<file path="src/rtl/risc_toy_fetch.sv">
// risc_toy_fetch: instruction-fetch stage plus IF/ID register for RISC_TOY.
// Owns the fetch PC, issues one-cycle-latency instruction memory reads and
// queues responses in a 2-entry buffer whose head feeds decode.
// Optional build macro: RISC_TOY_FETCH_PERF_EN adds FETCH_CNT / BUBBLE_CNT.
module risc_toy_fetch #(
    parameter logic [31:0] RESET_PC = 32'h0000_0000
) (
    input  logic        CLK,
    input  logic        RSTN,
    output logic [29:0] IADDR,
    output logic        IREQ,
    input  logic [31:0] INSTR,
    input  logic        STALL_D,
    input  logic        REDIRECT,
    input  logic [31:0] REDIRECT_PC,
    output logic        VALID_D,
    output logic [31:0] INSTR_D,
    output logic [31:0] PC_D,
    output logic [31:0] PCADD4_D
`ifdef RISC_TOY_FETCH_PERF_EN
    ,
    output logic [31:0] FETCH_CNT,
    output logic [31:0] BUBBLE_CNT
`endif
);

    localparam int unsigned DEPTH = 2;
    localparam logic [1:0]  CNT_FULL = 2'(DEPTH);

    // Architectural state
    logic [31:0] pc_f, pc_f_n;
    logic [31:0] pend_pc, pend_pc_n;
    logic        inflight, inflight_n;
    logic        discard, discard_n;
    logic [1:0]  count, count_n;
    logic [31:0] head_instr, head_instr_n;
    logic [31:0] head_pc, head_pc_n;
    logic [31:0] tail_instr, tail_instr_n;
    logic [31:0] tail_pc, tail_pc_n;

    logic        pop;
    logic        push;
    logic [1:0]  occupancy;
    logic        unused_redirect_lsb;

    // Byte-offset bits of the redirect target are architecturally ignored
    assign unused_redirect_lsb = ^REDIRECT_PC[1:0];

    // Decode-facing outputs come straight from the head registers, zeroed when empty
    always_comb begin
        VALID_D  = (count != 2'd0);
        INSTR_D  = VALID_D ? head_instr : 32'h0;
        PC_D     = VALID_D ? head_pc : 32'h0;
        PCADD4_D = VALID_D ? (head_pc + 32'd4) : 32'h0;
        IADDR    = pc_f[31:2];
    end

    // Issue/pop/push decisions and next-state for PC, response tracking and buffer
    always_comb begin
        pc_f_n       = pc_f;
        pend_pc_n    = pend_pc;
        inflight_n   = 1'b0;
        discard_n    = 1'b0;
        count_n      = count;
        head_instr_n = head_instr;
        head_pc_n    = head_pc;
        tail_instr_n = tail_instr;
        tail_pc_n    = tail_pc;

        pop       = VALID_D & ~STALL_D & ~REDIRECT;
        occupancy = count + 2'(inflight);
        IREQ      = RSTN & ~REDIRECT & ((occupancy < CNT_FULL) | pop);
        // A response landing in a redirect cycle is already dropped by the flush
        push      = inflight & ~discard & ~REDIRECT;

        inflight_n = IREQ;
        if (IREQ) begin
            pend_pc_n = pc_f;
            pc_f_n    = pc_f + 32'd4;
        end

        if (REDIRECT) begin
            pc_f_n    = {REDIRECT_PC[31:2], 2'b00};
            count_n   = 2'd0;
            discard_n = inflight;
        end else begin
            case ({push, pop})
                2'b10: begin
                    if (count == 2'd0) begin
                        head_instr_n = INSTR;
                        head_pc_n    = pend_pc;
                    end else begin
                        tail_instr_n = INSTR;
                        tail_pc_n    = pend_pc;
                    end
                    count_n = count + 2'd1;
                end
                2'b01: begin
                    head_instr_n = tail_instr;
                    head_pc_n    = tail_pc;
                    count_n      = count - 2'd1;
                end
                2'b11: begin
                    if (count == 2'd1) begin
                        head_instr_n = INSTR;
                        head_pc_n    = pend_pc;
                    end else begin
                        head_instr_n = tail_instr;
                        head_pc_n    = tail_pc;
                        tail_instr_n = INSTR;
                        tail_pc_n    = pend_pc;
                    end
                end
                default: ;
            endcase
        end
    end

    // State registers
    always_ff @(posedge CLK or negedge RSTN) begin
        if (!RSTN) begin
            pc_f       <= {RESET_PC[31:2], 2'b00};
            pend_pc    <= 32'h0;
            inflight   <= 1'b0;
            discard    <= 1'b0;
            count      <= 2'd0;
            head_instr <= 32'h0;
            head_pc    <= 32'h0;
            tail_instr <= 32'h0;
            tail_pc    <= 32'h0;
        end else begin
            pc_f       <= pc_f_n;
            pend_pc    <= pend_pc_n;
            inflight   <= inflight_n;
            discard    <= discard_n;
            count      <= count_n;
            head_instr <= head_instr_n;
            head_pc    <= head_pc_n;
            tail_instr <= tail_instr_n;
            tail_pc    <= tail_pc_n;
        end
    end

`ifdef RISC_TOY_FETCH_PERF_EN
    // Performance counters: delivered instructions and empty-head cycles
    always_ff @(posedge CLK or negedge RSTN) begin
        if (!RSTN) begin
            FETCH_CNT  <= 32'h0;
            BUBBLE_CNT <= 32'h0;
        end else begin
            if (pop) begin
                FETCH_CNT <= FETCH_CNT + 32'd1;
            end
            if (!VALID_D) begin
                BUBBLE_CNT <= BUBBLE_CNT + 32'd1;
            end
        end
    end
`endif

endmodule

</file>
<file path="config.mk">
export PLATFORM = sky130hd
export DESIGN_NAME = risc_toy_fetch
export DESIGN_NICKNAME = d
export VERILOG_FILES = /design/src/rtl/risc_toy_fetch.sv
export SDC_FILE = /design/constraint.sdc
export NUM_CORES = 1
export LEC_CHECK = 0
export BUFFER_PORTS_ARGS = -buffer_cell sky130_fd_sc_hd__buf_2
export CORE_MARGIN = 5
export CORE_UTILIZATION = 40
export CTS_BUF_LIST = sky130_fd_sc_hd__clkbuf_4 sky130_fd_sc_hd__clkbuf_8 sky130_fd_sc_hd__clkbuf_16
export DETAILED_ROUTE_END_ITERATION = 6
export SLEW_MARGIN = 20
export SYNTH_ARGS = -nofsm -noshare
export SYNTH_HDL_FRONTEND = slang
export SYNTH_SLANG_ARGS = --single-unit
</file>
<file path="constraint.sdc">
create_clock -name CLK -period 2.05 [get_ports CLK]
set_input_delay 0.41 -clock CLK [delete_from_list [all_inputs] [get_ports CLK]]
set_output_delay 0.41 -clock CLK [all_outputs]
set_load 0.01 [all_outputs]
</file>
# [Word level (Yosys, flattened, before mapping)]
# Index checks and enable logic that the tools add are counted.
# W data, S select, Z words.
[word_totals] elab_cells=60 out_inout_bits=128 input_bits=68 ff_bits=196
[op_classes] order_cmp=1 reduce_logical=8 n_bitwise=10 mux=20 n_addsub=5 eq_ne=7
[ops] op="$mux W32" n=13
[ops] op="$pmux W32 S3" n=2
[ops] op="$pmux W32 S2" n=2
[ops] op="$add A32 B3 Y32 const B" n=2
[ops] op="$and A1 B1 Y1" n=6
[ops] op="$ne A2 B2 Y1 const B" n=3
[ops] op="$reduce_bool A2 Y1" n=3
[ops] op="$reduce_bool A3 Y1" n=2
[ops] op="$eq A2 B1 Y1 const B" n=2
[ops] op="$eq A2 B2 Y1 const B" n=2
[ops] op="$pmux W2 S2" n=1
[ops] op="$reduce_and A4 Y1" n=1
[ops] op="$not A1 Y1" n=3
[ops] op="$reduce_and A3 Y1" n=1
[ops] op="$add A2 B1 Y2" n=1
[ops] op="$add A2 B1 Y2 const B" n=1
[ops] op="$logic_not A2 Y1" n=1
[ops] op="$lt A2 B2 Y1 const B" n=1
[ops] op="$mux W2" n=1
[ops] op="$sub A2 B1 Y2 const B" n=1
[ops] op="$mux W1" n=1
[ops] op="$or A1 B1 Y1" n=1

# [Longest topological paths before layout]
# Gate-level depths: netlist of the first run.
[depth] depth_word=7 mapped_depth=8 mapped_depth_nobuf=7

# [Worst setup path after synthesis of the first run]
# OpenSTA, ideal clock, no wires.
[synth_path] kind="register to register" from="register count[0]" to="register pc_f[27]" required_ns=1.925 synth_period_minus_slack_ns=2.076 path_buffers=1 stages_incl_launch_ff=9 setup_ns=0.125 arrival_ns=1.951 setup_slack_ns=-0.026 cell_sequence="dfrtp_1 -> inv_1 -> ha_1 -> nor3_4 -> nand2_1 -> buf_2 -> a2111oi_2 -> xor2_1 -> mux2_2"
[synth_between] elab_chain_cells=6 word_cells_on_any_way=8 classes_between="add/sub: 1; order compare: 1; bitwise: 4; reduce/logical: 2"
[synth_lines] item="start: declaration" line_no="35" source="logic [1:0] count, count_n;"
[synth_lines] item="start signal: assignment" line_no="136" source="count <= count_n;"
[synth_lines] item="parallel branches: the longest is 3 deep, another holds $add A2 B1 Y2"
[synth_lines] item="$or A1 B1 Y1 (*)" line_no="72" source="IREQ = RSTN & ~REDIRECT & ((occupancy < CNT_FULL) | pop);"
[synth_lines] item="$and A1 B1 Y1 (*)" line_no="72"
[synth_lines] item="$reduce_bool A2 Y1 (no source line) (*)"
[synth_lines] item="end signal: assignment" line_no="122" source="pc_f <= {RESET_PC[31:2], 2'b00};"
[synth_lines] item="end signal: assignment" line_no="132" source="pc_f <= pc_f_n;"
[synth_lines] item="end: declaration" line_no="31" source="logic [31:0] pc_f, pc_f_n;"
# Mark *: on every way between the ends.
# A chain may end at the register's enable or synchronous reset.

# [Worst setup path after layout of the first run]
[layout_path] from="register head_pc[6]" to="output PCADD4_D[25]"
[layout_between] elab_chain_cells=2
[layout_lines] item="start: declaration" line_no="37" source="logic [31:0] head_pc, head_pc_n;"
[layout_lines] item="start signal: assignment" line_no="138" source="head_pc <= head_pc_n;"
[layout_lines] item="$add A32 B3 Y32" line_no="54" source="PCADD4_D = VALID_D ? (head_pc + 32'd4) : 32'h0;"
[layout_lines] item="$mux W32" line_no="54"
[layout_lines] item="end: declaration" line_no="19" source="output logic [31:0] PCADD4_D"
# Every way passes these cells.

==> impl_metrics.tcl, run 1 <==
set metrics [dict create \
    critical_path_required_ns 1.64 \
    netlist_area_mm2 0.00946 \
    synth_edf_count 0 \
    drv_slew 0 \
    drt-pass1-iter-count 5 \
    ant_nets 0 \
    yosysWarnings 0 \
    hold_path.class "input port to asynchronous set/reset pin" \
    routed_wirelength_um 29600 \
    synthAdderAreaFrac_pct 0.529 \
    synth-compound-area-share_pct 7.06 \
    syn2layout_area_growth_pct 55.9 \
    tightest_slew_ns 0.722 \
    p_leak_nw 6.80 \
    row_count 56 \
    top_level_ports 196 \
    die_area_mm2 0.0268 \
    synth_top_family_by_area "multiplexers" \
    syn_nets 956 \
    core_mm2 0.0234 \
    critical_path.slowest_cell "dfrtp_1" \
    worstSetupPathType "flip-flop to output pin" \
    fmax_mhz 419 \
    ctsHoldBuffers 0 \
    finalSetupViolations 122 \
    rsz0062_at_grt "true" \
    ctsHtreeMaxLevel 4 \
    via_per_inst 5.14 \
    async_flop_share_pct 100 \
    drcViolationCount 0 \
    crit_chain "nand4_1 > or2_4 > nor3_1 > xnor2_1 > nor2_1 > buf_2" \
    path_max_fanout 8 \
    grt_antenna_before_repair 0 \
    cts_made_buffers 17 \
    hold_viol 0 \
    fin_ws_ns -0.339 \
    drive_gt1_share_pct 55.3 \
    cts-root-buf "clkbuf_16" \
    gp_congestion 0.821 \
    initial_core_util_pct 40.4 \
    antenna_cells 0 \
    dp_slack_ns 0.00857 \
    p_total_mw 22.0 \
    cts_tree "built" \
    grt_pass1_vias 7752 \
    cp-end-kind "output pin" \
    maxCapViolations 0 \
    clock_latency_ns 0.43 \
    syn_inst 884 \
    slew_headroom_pct 51.9 \
    nets 1275 \
    grt_remaining_overflow 0 \
    r2r_slack_ns -0.17 \
    slowest_delay_ns 0.41 \
    arrival_ns 1.98 \
    cts_sinks 189 \
    critPathLaunchType "flip-flop" \
    port_buffers 193 \
    grt_start_max_net_pins 116 \
    synth_mux_area_share_pct 18.2 \
    clk_pin_slew_worst_paths_ns 0.07 \
    violations "setup timing" \
    cts_buffer_depth 2 \
    ys.flop_type "dfrtp_1" \
    wire_per_inst_um 19.3 \
    die_w_um 164 \
    grt_pass1_wl_um 42600 \
    grt_usage_pct 20.2 \
    synth-simple-area-share_pct 15.9 \
    period_needed_ns 2.39 \
    synth_xor_area_share_pct 5.18 \
    fin_skew_ns 0.0110 \
    yosysUniqueCellTypes 42 \
    ys_ff_latch 189 \
    power_per_cell_area_mw_per_mm2 1490 \
    synth_area_per_cell_um2 10.7 \
    die_h_um 164 \
    outcome "complete, but fails checks" \
    drt_iter0_drc 385 \
    hpwl_um 16800 \
    vdd.ir_drop.worst_v 0.000743 \
    vias 7896 \
    ys_seq_area_share_pct 50.0 \
    period_share_pct 117 \
]
sequential cells by signal (all words and copies together), names as in the netlist:
signal,cells
discard,1
head_instr,32
head_pc,31
pc_f,30
tail_pc,30
count,2
inflight,1
tail_instr,32
pend_pc,30
layout make-up:
type	instances	area (um2)
fill	1862	8650
multi-input combinational	625	5610
sequential	189	4730
timing repair buffer	357	3400
clock buffer	19	447
tap	319	399
clock inverter	13	111
inverter	13	53.8
cell usage after synthesis (2+ instances only):
cell,n,area (um2)
dfrtp_1,189,4730
nor2_1,105,394
mux2_2,97,1090
a21oi_1,66,330
mux2i_1,63,631
nor2b_1,62,388
nand2_1,45,169
xnor2_1,37,324
clkbuf_1,36,135
nand3_1,20,100
xor2_1,19,166
o21ai_1,17,85.1
nor3_1,15,75.1
buf_2,14,70.1
nand4_1,13,81.3
inv_1,12,45.0
a2111oi_2,9,135
and4_1,7,61.3
nor4_1,7,43.8
o21ai_0,7,35.0
and3_1,6,37.5
a211oi_1,5,37.5
buf_1,4,15.0
ha_1,4,50.1
and2_1,3,18.8
buf_4,3,22.5
nand4_4,2,42.5
nor3b_1,2,15.0
nor4b_1,2,17.5
what timing repair did:
item | 4_1_cts | 5_1_grt
resized for setup | 121 | 254
setup buffers | 33 | 25
endpoints found under the setup margin | 97 | 268
cloned | 15 | 15
pin swaps | 22 | 44
report_power, final:
group / total, mW / switching, mW / internal, mW
combinational: 12.5 / 5.80 / 6.70
clock: 3.15 / 1.52 / 1.63
sequential: 6.32 / 1.06 / 5.26
total: 22.0 / 8.38 / 13.6
metal layers:
layer / track usage, % / vias to the layer above / wire length, um
li1: - / 3719 / -
met1: 28.6 / 3935 / 13400
met2: 31.4 / 204 / 14500
met3: 3.69 / 38 / 1140
met4: 6.48 / 0 / 636
met5: 0 / - / 0
worst max-delay path: cells and delay by family (launching register included):
kind                   cells  cell delay [ns]
AND/OR/NAND/NOR            4             0.86
buffers and inverters      1             0.13
XOR/XNOR                   1             0.15
flip-flops                 1             0.41
path summary, 6_finish.rpt:
| path | startpoint | to | cells past startpoint |
|---|---|---|---|
| max | head_pc[6] | PCADD4_D[25] | 6 |
| min | RSTN | pc_f[31] | 2 |
| max reg2reg | count[0] | pc_f[26] | 11 |
| min reg2reg | tail_pc[3] | tail_pc[3] | 1 |
| max in group asynchronous | RSTN | head_pc[13] | 2 |
| min in group CLK | REDIRECT_PC[2] | pc_f[2] | 3 |
layout by cell type (no fill, tap or decap), drive strengths merged, types with 2 or more instances in the layout:
cell type | netlist | final
nor3b | 2 | 2
a211oi | 5 | 5
clkinv | 0 | 6
o21ai | 24 | 24
nor2b | 62 | 62
nor3 | 16 | 16
mux2 | 97 | 97
dfrtp | 189 | 189
nand2 | 45 | 45
a2111oi | 9 | 9
nor4b | 2 | 2
nand4 | 15 | 15
clkinvlp | 0 | 3
nand3 | 20 | 20
clkbuf | 36 | 30
nor2 | 105 | 105
nor4 | 7 | 7
and4 | 8 | 8
mux2i | 63 | 63
xor2 | 19 | 19
inv | 13 | 17
ha | 4 | 4
or2 | 2 | 2
and2 | 3 | 3
buf | 21 | 346
a21oi | 66 | 66
and3 | 6 | 6
xnor2 | 37 | 37
cell families after synthesis:
group | Yosys count
adder cells (fa/ha/maj) | 4
buffers and inverters | 70
multiplexers | 160
AND/OR/NAND/NOR | 296
AO/OA/AOI/OAI | 109
flip-flops | 189
XOR/XNOR | 56
stage by stage:
step | utilization, % | instance area (um2) | setup TNS, ns | hold slack, ns | instances
after CTS | 56.5 | 13200 | -16.33 | 0.0101 | 1503
after floorplan | - | 9470 | 0 | 0.114 | 884
final | 63.0 | 14800 | -15.05 | 0.0367 | 1535
after global placement | 48.8 | 11400 | 0 | 0.473 | 1424
after detailed placement | 48.8 | 11400 | 0 | 0.469 | 1424
after global routing | 63.0 | 14800 | -29.17 | 0.0412 | 1535
No activity file was read; power rests on OpenSTA's default activity.
==> run 2: changes to the inputs <==
- ABC_AREA: unset -> 1
==> impl_metrics.tcl, run 2 <==
set metrics [dict create \
    grt_pass1_vias 9150 \
    grt_antenna_before_repair 0 \
    synth_common_cells "401 x nand2_1, 190 x inv_1, 189 x dfrtp_1" \
    grt.busiest_layer "met2" \
    use_met2_pct 30.3 \
    clock_latency_ns 0.43 \
    hold_ws_ns 0.0584 \
    synth_edf_count 0 \
    hpwl_um 20800 \
    ctsHtreeMaxLevel 4 \
    met3_usage_pct 2.95 \
    grt_usage_pct 19.9 \
    slew_headroom_pct 58.4 \
    period_share_pct 114 \
    reg.largest.list "head_instr x32, tail_instr x32, head_pc x31" \
    fin_util_pct 53.1 \
    cts_tree "built" \
    antenna_cells 0 \
    grt_use_met1_pct 29.2 \
    drt_iter0_drc 610 \
    ys_ff_latch 189 \
    cts_sinks 189 \
    final_common_cell "nand2_1" \
    syn2layout_area_growth_pct 31.1 \
    outcome "complete, but fails checks" \
    nets 1691 \
    critical_path_required_ns 1.64 \
    vias 9518 \
    drv_slew 0 \
    drt-pass1-iter-count 5 \
    path_max_fanout 4 \
    yosysMostFrequentCell "nand2_1" \
    syn_nets 1469 \
    maxCapViolations 0 \
    vdd.ir_drop.worst_v 0.000614 \
    dp_slack_ns 0.126 \
    final_cell_mix "379 x nand2_1, 187 x dfrtp_1, 183 x inv_1" \
    tightest_slew_ns 0.623 \
    yosysUniqueCellTypes 34 \
    clk_pin_slew_worst_paths_ns 0.08 \
    die_h_um 172 \
    critPathLaunchType "flip-flop" \
    synth_top_area_share_pct 44.9 \
    setup_tns_ns -6.20 \
    via_per_inst 4.84 \
    power_per_cell_area_mw_per_mm2 1320 \
    r2r_slack_ns 0.11 \
    worstSetupPathType "flip-flop to output pin" \
    hold_path.class "input port to asynchronous set/reset pin" \
    seq_area_mm2 0.00473 \
    wire_per_inst_um 15.1 \
    hold_viol 0 \
    ctsHoldBuffers 0 \
    die_area_mm2 0.0297 \
    top_level_ports 196 \
    ys.flop_type "dfrtp_1" \
    syn_inst 1397 \
    arrival_ns 1.93 \
    fillers 2498 \
    grt_remaining_overflow 0 \
    synth_area_per_cell_um2 7.54 \
    multi_input_area_mm2 0.00515 \
    violations "setup timing" \
    cts_made_buffers 17 \
    p_total_mw 18.2 \
    cts_buffer_depth 2 \
    routed_wirelength_um 29800 \
    netlist_area_mm2 0.0105 \
    async_flop_share_pct 100 \
    finalSetupViolations 72 \
    fmax_mhz 428 \
    ys_seq_area_share_pct 44.9 \
    fin_skew_ns 0.0111 \
    grt_pass1_wl_um 47600 \
    drive_gt1_share_pct 30.5 \
    row_count 59 \
    initial_core_util_pct 40.5 \
    gp_congestion 0.918 \
    period_needed_ns 2.34 \
    fin_ws_ns -0.286 \
    ant_nets 0 \
    cp-end-kind "output pin" \
    port_buffers 193 \
    cts-root-buf "clkbuf_16" \
    drcViolationCount 0 \
    die_w_um 172 \
    yosysWarnings 0 \
    synthTopCellsByArea "dfrtp_1 45%, nand2_1 14%, o211ai_2 7.1%" \
    rsz0062_at_grt "true" \
    p_leak_nw 6.87 \
    grt_start_max_net_pins 110 \
    core_mm2 0.0260 \
    synth_top_cell_by_area "dfrtp_1" \
]
[run 2: changes by cell type after synthesis, moves of 48 or more]
cell / change
a21oi_1: -58
inv_1: +178
mux2_2: -97
mux2i_1: -63
nand2_1: +356
nand3_1: +75
nor2_1: +69
nor2b_1: -62
o211ai_2: +60
o21ai_0: +100
o21ai_1: +48
[run 2: path summary, 6_finish.rpt]
path / from / to / depth (start not counted)
max: head_pc[6] / PCADD4_D[27] / 10
min: RSTN / pc_f[2] / 2
max reg2reg: count[1] / head_pc[30] / 10
min reg2reg: pend_pc[14] / pend_pc[14] / 2
max in group asynchronous: RSTN / head_pc[10] / 2
min in group CLK: REDIRECT_PC[16] / pc_f[16] / 3
[run 2: timing repair]
action,4_1_cts,5_1_grt
gates resized for setup,147,98
setup endpoints to repair,82,94
pin swaps,49,35
buffers inserted,20,21
gates cloned,4,4
[run 2: critical path, stage by stage, from the launching register on]
cell     delay [ns]
dfrtp_1        0.43
nand2_2        0.10
nor2_2         0.20
nand2_2        0.11
nor2_1         0.12
buf_4          0.15
nand2_1        0.06
nand2_1        0.06
nand2_1        0.05
nor2_1         0.08
buf_2          0.13
[run 2: kinds of logic after synthesis]
logic type / after synthesis / share of synthesized area (%)
AOI/OAI and AO/OA: 243 / 15.9
xor gates and xnor gates: 9 / 0.748
adders and majority gates: 4 / 0.475
buffers and inverters: 263 / 11.6
DFF: 189 / 44.9
and+or+nand+nor: 689 / 26.4
[run 2: per-layer routing]
metal | up-vias | wire length (um)
li1 | 4857 | -
met1 | 4375 | 14200
met2 | 242 | 13400
met3 | 44 | 1390
met4 | 0 | 755
met5 | - | 0
[run 2: area by class of cell]
type | count | share of cell area [%]
clock buffer | 17 | 3.08
clock inverter | 15 | 1.25
inverter | 194 | 5.35
multi-input combinational | 945 | 37.3
sequential | 189 | 34.3
tap | 335 | 3.04
timing repair buffer | 272 | 15.7
[run 2: power breakdown]
part           internal, mW  switching (mW)
clock network          1.75            1.63
registers              5.27            1.13
logic                  3.65            4.72
[run 2: metrics by stage]
step,area (um2),cells
global route,13800,1967
global placement,11800,1889
finish,13800,1967
detailed placement,11800,1889
floorplan,10500,1397
CTS,13200,1945
==> run 3: changes to the inputs <==
==> constraint.sdc (replaced) <==
create_clock -name CLK -period 2.05 [get_ports CLK]
set_input_delay 0.3075 -clock CLK [delete_from_list [all_inputs] [get_ports CLK]]
set_output_delay 0.3075 -clock CLK [all_outputs]
set_load 0.01 [all_outputs]
==> impl_metrics.tcl, run 3 (synthesized netlist as in run 2, its figures left out) <==
set metrics [dict create \
    outcome "complete, but fails checks" \
    violations "setup timing" \
    arrival_ns 1.86 \
    p_leak_nw 6.76 \
    clk_pin_slew_worst_paths_ns 0.08 \
    met3_usage_pct 3.29 \
    cts_tree "built" \
    fin_util_pct 51.0 \
    hpwl_um 21200 \
    drcViolationCount 0 \
    grt_use_met1_pct 28.6 \
    worstSetupPathType "flip-flop to output pin" \
    wire_per_inst_um 15.2 \
    instances_no_fill 1953 \
    dp.cells 1888 \
    hold_viol 0 \
    dp_slack_ns 0.120 \
    grt_remaining_overflow 0 \
    fin_ws_ns -0.120 \
    drv_slew 0 \
    cts_buffer_depth 2 \
    port_buffers 193 \
    tightest_slew_ns 0.788 \
    grt_usage_pct 19.7 \
    grt_start_max_net_pins 146 \
    final_common_cell "nand2_1" \
    grt.busiest_layer "met2" \
    power_per_cell_area_mw_per_mm2 1270 \
    syn2layout_area_growth_pct 25.7 \
    crit_end "PCADD4_D[17]" \
    cts_sinks 189 \
    use_met2_pct 31.0 \
    rsz0062_at_grt "true" \
    via_per_inst 4.89 \
    seq_area_mm2 0.00473 \
    antenna_cells 0 \
    die_h_um 172 \
    slew_headroom_pct 47.5 \
    gp_congestion 0.924 \
    drt_iter0_drc 685 \
    ctsHtreeMaxLevel 4 \
    top_level_ports 196 \
    critical_path_required_ns 1.74 \
    multi_input_area_mm2 0.00503 \
    fmax_mhz 461 \
    die_w_um 172 \
    finalSetupViolations 20 \
    postLayoutCellArea_mm2 0.0132 \
    period_needed_ns 2.17 \
    die_area_mm2 0.0297 \
    grt_antenna_before_repair 0 \
    row_count 59 \
    setup_tns_ns -1.17 \
    fin_skew_ns 0.0109 \
    drt-pass1-iter-count 5 \
    grt_pass1_vias 9089 \
    r2r_slack_ns 0.17 \
    dpl-instance-area_mm2 0.0118 \
    r2r_start "count[0]" \
    clock_latency_ns 0.43 \
    reg.largest.list "head_instr x32, tail_instr x32, head_pc x31" \
    routed_wirelength_um 29600 \
    fillers 2576 \
    period_share_pct 106 \
    cts-root-buf "clkbuf_16" \
    core_mm2 0.0260 \
    drive_gt1_share_pct 28.4 \
    ff2ff_path_depth 8 \
    maxCapViolations 0 \
    critPathLaunch "head_pc[2]" \
    ant_nets 0 \
    vias 9544 \
    critPathLaunchType "flip-flop" \
    initial_core_util_pct 40.5 \
    vdd.ir_drop.worst_v 0.000733 \
    grt_pass1_wl_um 47000 \
    cts_made_buffers 17 \
    final_cell_mix "375 x nand2_1, 188 x buf_2, 186 x dfrtp_1" \
    regToRegEndpoint "head_pc[29]" \
    hold_path.class "input port to asynchronous set/reset pin" \
    path_max_fanout 4 \
    cp-end-kind "output pin" \
    nets 1677 \
]
[run 3: timing repair]
action,in CTS,in global routing
setup buffers,9,23
cloned,0,1
resized for setup,68,97
hold buffers,0,0
pin swaps,16,35
endpoints found under the setup margin,84,71
[run 3: how the worst min path moves through the flow]
stage,cells after the start,start,to
final,2,RSTN,head_instr[19]
after global routing,2,RSTN,head_instr[19]
after CTS,2,RSTN,head_instr[19]
after detailed placement,2,tail_pc[3],tail_pc[3]
after global placement,2,pend_pc[18],pend_pc[18]
after floorplan,0,RSTN,count[0]
[run 3: where the power goes]
| group | internal, mW | total [mW] | switching [mW] |
|---|---|---|---|
| clock | 1.72 | 3.28 | 1.56 |
| combinational | 2.84 | 7.13 | 4.29 |
| sequential | 5.28 | 6.44 | 1.16 |
[run 3: routing by layer]
metal  vias up  share of wire [%]
met2       253                 46
met4         0                1.6
met1      4445                 47
met5         -                  0
met3        27                5.3
li1       4819                  -
[run 3: through the flow]
stage / hold slack (ns) / total power [mW]
5_1_grt: 0.0711 / 18.1
2_1_floorplan: 0.0119 / 10.3
3_5_place_dp: 0.474 / 12.7
3_3_place_gp: 0.465 / 12.5
6_report: 0.0402 / 16.9
4_1_cts: 0.0385 / 16.3
[run 3: worst max-delay path, cell delays in order (launching register included)]
cell     delay (ns)
dfrtp_1        0.41
buf_6          0.13
inv_1          0.07
nor2_4         0.16
nand2_2        0.14
nor2_2         0.16
xor2_1         0.17
nor2_1         0.05
buf_2          0.14
[run 3: cell type report]
class	instances	area share [%]
tap	335	3.16
timing repair buffer	258	13.0
multi-input combinational	945	38.0
clock inverter	15	1.14
clock buffer	17	3.21
inverter	194	5.70
sequential	189	35.7
